## config.mk

```make
export PLATFORM = sky130hd
export DESIGN_NAME = alu_pipe_stage
export DESIGN_NICKNAME = d
export VERILOG_FILES = /design/src/rtl/alu_pkg.sv /design/src/rtl/alu_core.sv /design/src/rtl/alu_pipe_stage.sv
export SDC_FILE = /design/constraint.sdc
export NUM_CORES = 1
export LEC_CHECK = 0
export CAP_MARGIN = 20
export CELL_PAD_IN_SITES_DETAIL_PLACEMENT = 1
export CELL_PAD_IN_SITES_GLOBAL_PLACEMENT = 2
export CORE_UTILIZATION = 33
export CTS_CLUSTER_SIZE = 16
export DETAILED_ROUTE_END_ITERATION = 16
export HOLD_SLACK_MARGIN = 0.15
export PLACE_DENSITY = 0.77
export SYNTH_ARGS = -nofsm -noshare
export SYNTH_HDL_FRONTEND = slang
export SYNTH_SLANG_ARGS = --single-unit
export TNS_END_PERCENT = 100
```

## constraint.sdc

```tcl
create_clock -name clk -period 2.8 [get_ports clk]
set_clock_uncertainty 0.15 [all_clocks]
set_input_delay 0.56 -clock clk [delete_from_list [all_inputs] [get_ports clk]]
set_output_delay 0.56 -clock clk [all_outputs]
set_load 0.02 [all_outputs]
```

## src/rtl/alu_pkg.sv

```systemverilog
// Shared definitions for the ALU execution stage.
//   OP_*          3-bit op codes accepted on in_op
//   ALU_W         default operand/result width
//   alu_result_t  packed {res, car, of} bundle at the default width
package alu_pkg;

    localparam int ALU_W = 4;

    localparam logic [2:0] OP_ADD = 3'b000;
    localparam logic [2:0] OP_SUB = 3'b001;
    localparam logic [2:0] OP_NOT = 3'b010;
    localparam logic [2:0] OP_AND = 3'b011;
    localparam logic [2:0] OP_OR  = 3'b100;
    localparam logic [2:0] OP_XOR = 3'b101;
    localparam logic [2:0] OP_LT  = 3'b110;
    localparam logic [2:0] OP_NE  = 3'b111;

    typedef struct packed {
        logic [ALU_W-1:0] res;
        logic             car;
        logic             of;
    } alu_result_t;

endpackage

```

## src/rtl/alu_core.sv

```systemverilog
// Purely combinational ALU datapath.
//   a, b  operands (WIDTH)
//   op    op code (alu_pkg OP_*)
//   res   result (WIDTH); compare ops return a zero-extended 0/1
//   car   carry out, add/sub only
//   of    signed overflow, add/sub only
module alu_core
    import alu_pkg::*;
#(
    parameter int WIDTH = ALU_W
) (
    input  logic [WIDTH-1:0] a,
    input  logic [WIDTH-1:0] b,
    input  logic [2:0]       op,
    output logic [WIDTH-1:0] res,
    output logic             car,
    output logic             of
);

    logic [WIDTH:0] sum_s;
    logic [WIDTH:0] dif_s;
    logic           lt_s;
    logic           ne_s;

    // Subtraction is a + ~b + 1 so car is the "no borrow" indication.
    assign sum_s = {1'b0, a} + {1'b0, b};
    assign dif_s = {1'b0, a} + {1'b0, ~b} + {{WIDTH{1'b0}}, 1'b1};
    assign lt_s  = ($signed(a) < $signed(b));
    assign ne_s  = (a != b);

    // Select result and flags for the requested op.
    always_comb begin
        res = {WIDTH{1'b0}};
        car = 1'b0;
        of  = 1'b0;
        case (op)
            OP_ADD: begin
                res = sum_s[WIDTH-1:0];
                car = sum_s[WIDTH];
                of  = (a[WIDTH-1] == b[WIDTH-1]) && (sum_s[WIDTH-1] != a[WIDTH-1]);
            end
            OP_SUB: begin
                res = dif_s[WIDTH-1:0];
                car = dif_s[WIDTH];
                of  = (a[WIDTH-1] != b[WIDTH-1]) && (dif_s[WIDTH-1] != a[WIDTH-1]);
            end
            OP_NOT:  res = ~a;
            OP_AND:  res = a & b;
            OP_OR:   res = a | b;
            OP_XOR:  res = a ^ b;
            OP_LT:   res = {{(WIDTH-1){1'b0}}, lt_s};
            OP_NE:   res = {{(WIDTH-1){1'b0}}, ne_s};
            default: res = {WIDTH{1'b0}};
        endcase
    end

endmodule

```

## src/rtl/alu_pipe_stage.sv

```systemverilog
// Two-register ALU execution stage with valid/ready on both sides.
//   clk, rst              clock, asynchronous active-high reset
//   in_valid/in_ready     request handshake; in_a, in_b, in_op sampled on transfer
//   out_valid/out_ready   result handshake; out_res/out_car/out_of held while stalled
//   of_sticky, clr_sticky sticky overflow of delivered results, synchronous clear
//   op_count              delivered-result counter, wraps
// S1 holds the operands, alu_core evaluates between S1 and S2, S2 drives the outputs.
module alu_pipe_stage
    import alu_pkg::*;
#(
    parameter int WIDTH = ALU_W,
    parameter int CNT_W = 8
) (
    input  logic             clk,
    input  logic             rst,
    input  logic             in_valid,
    output logic             in_ready,
    input  logic [WIDTH-1:0] in_a,
    input  logic [WIDTH-1:0] in_b,
    input  logic [2:0]       in_op,
    output logic             out_valid,
    input  logic             out_ready,
    output logic [WIDTH-1:0] out_res,
    output logic             out_car,
    output logic             out_of,
    output logic             of_sticky,
    input  logic             clr_sticky,
    output logic [CNT_W-1:0] op_count
);

    logic             s1_valid_r;
    logic [WIDTH-1:0] s1_a_r;
    logic [WIDTH-1:0] s1_b_r;
    logic [2:0]       s1_op_r;
    logic             s2_valid_r;
    logic [WIDTH-1:0] res_r;
    logic             car_r;
    logic             of_r;
    logic             sticky_r;
    logic [CNT_W-1:0] count_r;

    logic [WIDTH-1:0] core_res_s;
    logic             core_car_s;
    logic             core_of_s;
    logic             in_xfer_s;
    logic             out_xfer_s;
    logic             s2_load_s;

    // S2 takes S1 whenever it is empty or being drained this edge.
    assign out_xfer_s = s2_valid_r & out_ready;
    assign s2_load_s  = s1_valid_r & (~s2_valid_r | out_ready);
    // Depends on out_ready but never on in_valid.
    assign in_ready   = ~s1_valid_r | ~s2_valid_r | out_ready;
    assign in_xfer_s  = in_valid & in_ready;

    alu_core #(
        .WIDTH (WIDTH)
    ) u_alu_core (
        .a   (s1_a_r),
        .b   (s1_b_r),
        .op  (s1_op_r),
        .res (core_res_s),
        .car (core_car_s),
        .of  (core_of_s)
    );

    // Operand register S1: load on input transfer, empty when handed to S2.
    always_ff @(posedge clk or posedge rst) begin
        if (rst) begin
            s1_valid_r <= 1'b0;
            s1_a_r     <= {WIDTH{1'b0}};
            s1_b_r     <= {WIDTH{1'b0}};
            s1_op_r    <= 3'b000;
        end else begin
            if (in_xfer_s) begin
                s1_valid_r <= 1'b1;
                s1_a_r     <= in_a;
                s1_b_r     <= in_b;
                s1_op_r    <= in_op;
            end else if (s2_load_s) begin
                s1_valid_r <= 1'b0;
            end
        end
    end

    // Result register S2: data only changes on a load, so a stalled result holds.
    always_ff @(posedge clk or posedge rst) begin
        if (rst) begin
            s2_valid_r <= 1'b0;
            res_r      <= {WIDTH{1'b0}};
            car_r      <= 1'b0;
            of_r       <= 1'b0;
        end else begin
            if (s2_load_s) begin
                s2_valid_r <= 1'b1;
                res_r      <= core_res_s;
                car_r      <= core_car_s;
                of_r       <= core_of_s;
            end else if (out_xfer_s) begin
                s2_valid_r <= 1'b0;
            end
        end
    end

    // Sticky overflow: a delivered overflow beats a same-edge clear.
    always_ff @(posedge clk or posedge rst) begin
        if (rst) begin
            sticky_r <= 1'b0;
        end else begin
            if (out_xfer_s && of_r) begin
                sticky_r <= 1'b1;
            end else if (clr_sticky) begin
                sticky_r <= 1'b0;
            end
        end
    end

    // Delivered-result counter, wraps naturally at 2^CNT_W.
    always_ff @(posedge clk or posedge rst) begin
        if (rst) begin
            count_r <= {CNT_W{1'b0}};
        end else begin
            if (out_xfer_s) begin
                count_r <= count_r + {{(CNT_W-1){1'b0}}, 1'b1};
            end
        end
    end

    assign out_valid = s2_valid_r;
    assign out_res   = res_r;
    assign out_car   = car_r;
    assign out_of    = of_r;
    assign of_sticky = sticky_r;
    assign op_count  = count_r;

endmodule

```

==> summary.md, run 1 <==
| Metric | Value |
|---|---|
| Tcrit/Tclk final | 90.5% |
| HPWL Detailed | 2.96 mm |
| Gr ovfl total | 0 |
| Share of cells above drive strength 1 | 11.5% |
| Max FO, Critical Path | 3 |
| RSZ-0062 raised after global routing | no |
| Num CTS Buffers | 3 |
| Post-Synthesis Cells | roughly 170 |
| Gr usage total | between 10 and 15% |
| Maximum VDD drop | 0.000280 V |
| Antenna diodes | 0 |
| Worst-Margin Slew | 0.624 ns |
| Largest net degree at the start of global routing | 29 |
| Slew headroom | 58.4% |
| Buffer count from post-CTS setup fixing | 0 |
| Worst setup path end | in_ready |
| Port Buffers | 32 |
| Power per cell area | 744 nW/um^2 |
| Main synth FF type | dfrtp_1 |
| Slew Viols, Final | 0 |
| Number of global-route vias before repair | 1368 |
| Critical R2R Capture | out_res[0] |
| I/O pin count | 33 |
| Global-route wire length before repair | ~6.3 mm |
| Max-Cap Viols | 0 |
| Status | finished, final reports clean |
| Worst setup startpoint | out_ready |
| R2R cell count | 8 |
| Routed WL per cell | 14.0 um |
| CTS tree | yes |
| Yosys warning count | 0 |
| CTS resizes | 0 |
| Hold Crit Class | flip-flop to flip-flop |
| Mapped Nets | between 200 and 250 |
| Leakage | 0.948 nW |
| Die area | ~5600 um^2 |
| Post-DRT Antenna Nets | 0 |
| Drt total wl | 3.79 mm |
| Crit Path Category | input pin to output pin |
| CP arrival | 1.82 ns |
| Core area | 5110 um^2 |
| Crit path launch type | input pin |
| Clock Pin Slew Worst Setup and Hold Paths | 0.10 ns |
| FF+latch count, synth | 28 |
| Via-per-instance ratio | 4.76 |
| Worst setup EP type | output pin |
| Minimum clock period | ~2.5 ns |
| Flop2flop setup slack | 0.51 ns |
| Post-synth EDFFs | 0 |
| Area delta synth->final | 23.7% |
| Final worst slack | between 0.2 and 0.3 ns |
| Hold Buf Count CTS | 0 |
| Root Buffer | clkbuf_8 |
| Die W | 75.0 um |
| Fmax | roughly 390 MHz |
| Die Span Y | 75.0 um |
| Final #Nets | 232 |
| TNS Setup | 0 ns |
| Antenna violations before repair | 0 |
| CTS Buffer Depth | 2 |
| Register area share after synthesis | 39.8% |
| Syn Area/Cell | 10.2 um^2 |
| Gp weighted congestion | 0.786 |
| Final Hold Fails | 0 |
| R2r startpoint | s1_a_r[0] |
| DRC viols | 0 |
| Worst path required time | between 2 and 2.5 ns |
| Via Count | 1286 |
| Row Count | 26 |
| Latest clock arrival within the worst-skew pair | between 0.2 and 0.3 ns |
| Synthesized area | 1760 um^2 |
| First-pass DRT Iterations | 4 |
| FFs w/ async S/R, synth | 100% |
| Final setup fails | 0 |
| Post-synth cell types | 44 |
| Clk sinks | 28 |
| H-tree depth | 1 |
| 1st-iter DRT viols | 42 |
| Initial Util | 34.5% |
| Dpl ws | 0.270 ns |
==> registers in the layout, indices dropped and copies added (netlist names) <==
name	count
s1_op_r	3
out_of	1
out_car	1
op_count	8
s1_a_r	4
s1_b_r	4
out_valid	1
out_res	4
of_sticky	1
s1_valid_r	1
==> cell type report <==
class,count,area (um^2)
clock buffer,3,41.3
timing repair buffer,34,335
clock inverter,1,30.0
fill,600,2930
inverter,13,48.8
sequential,28,701
tap,70,87.6
multi-input combinational,121,935
==> logic make-up after synthesis <==
family,after synthesis,share of synthesized area (%)
flip-flops,28,39.8
AO/OA/AOI/OAI,38,15.4
adder cells (fa/ha/maj),15,11.5
multiplexers,13,8.24
buffers and inverters,23,7.11
AND/OR/NAND/NOR,43,11.9
XOR/XNOR,12,5.97
==> critical path, stage by stage <==
cell and delay, ns:
clkdlybuf4s50_1 0.48, nand3b_1 0.16, clkdlybuf4s50_1 0.62
==> synthesized netlist by cell type (all sizes together), types with 2 or more instances <==
cell type	instances	area, um^2
xnor2	8	70.1
a31oi	3	18.8
nand2b	6	37.5
nand3b	2	15.0
a21oi	9	56.3
fa	2	40.0
ha	13	163
nand3	5	25.0
buf	10	76.3
nand2	12	45.0
inv	13	48.8
o21bai	2	18.8
dfrtp	28	701
a22oi	2	15.0
mux2	12	135
nor2	11	41.3
xor2	4	35.0
o31a	2	17.5
o31ai	4	35.0
o21ai	7	38.8
==> layout by cell type (no fill, tap or decap), types with 2 or more instances in the layout <==
cell type,netlist,final
a21oi_1,8,8
a22oi_1,2,2
a31oi_1,3,3
buf_4,3,2
clkbuf_8,0,3
clkdlybuf4s50_1,0,32
dfrtp_1,28,28
fa_1,2,2
ha_1,13,13
inv_1,13,13
mux2_2,12,12
nand2_1,12,12
nand2b_1,6,6
nand3_1,5,5
nand3b_1,2,2
nor2_1,11,11
o21ai_0,5,5
o31a_1,2,2
o31ai_1,3,3
xnor2_1,8,8
xor2_1,4,4
==> layer usage <==
layer	track usage, %	routed length [um]	share of wire (%)
met5	0	0	0
met1	19.0	1650	44
met2	26.3	1960	52
met3	2.01	153	4.0
met4	4.40	22	0.58
==> worst min path at each step <==
stage | startpoint | slack (ns) | end | cells after the start
floorplan | s1_valid_r | 0.31 | out_valid | 1
global placement | out_car | 0.31 | out_car | 2
detailed placement | op_count[7] | 0.31 | op_count[7] | 1
CTS | op_count[7] | 0.33 | op_count[7] | 1
global route | op_count[7] | 0.37 | op_count[7] | 1
finish | op_count[7] | 0.33 | op_count[7] | 1
==> per-stage QoR <==
stage	hold slack [ns]	utilization (%)	instances	power (W)	area, um^2
floorplan	0.307	-	172	0.00108	1760
global placement	0.313	41.3	266	0.00129	2110
detailed placement	0.314	41.3	266	0.00132	2110
CTS	0.333	42.7	270	0.00165	2180
global route	0.367	42.7	270	0.00173	2180
finish	0.328	42.7	270	0.00162	2180
==> report_power, final <==
group / leakage (nW) / total (W) / internal [W] / switching [W]
Sequential: 0.340 / 0.000616 / 0.000498 / 0.000118
Combinational: 0.572 / 0.000683 / 0.000346 / 0.000338
Clock: 0.0357 / 0.000322 / 0.000191 / 0.000131
Power figures use the tool's default switching activity.
==> run 2, diff against run 1 <==
- CTS_CLUSTER_DIAMETER: default -> 120
==> results of run 2 <==
Same layout as run 1: the final DEF is identical, and so are final timing and power.
==> run 3, diff against run 2 <==
- CTS_CLUSTER_DIAMETER: 120 -> 40
==> results of run 3 <==
Same layout as run 1: the final DEF is identical, and so are final timing and power.
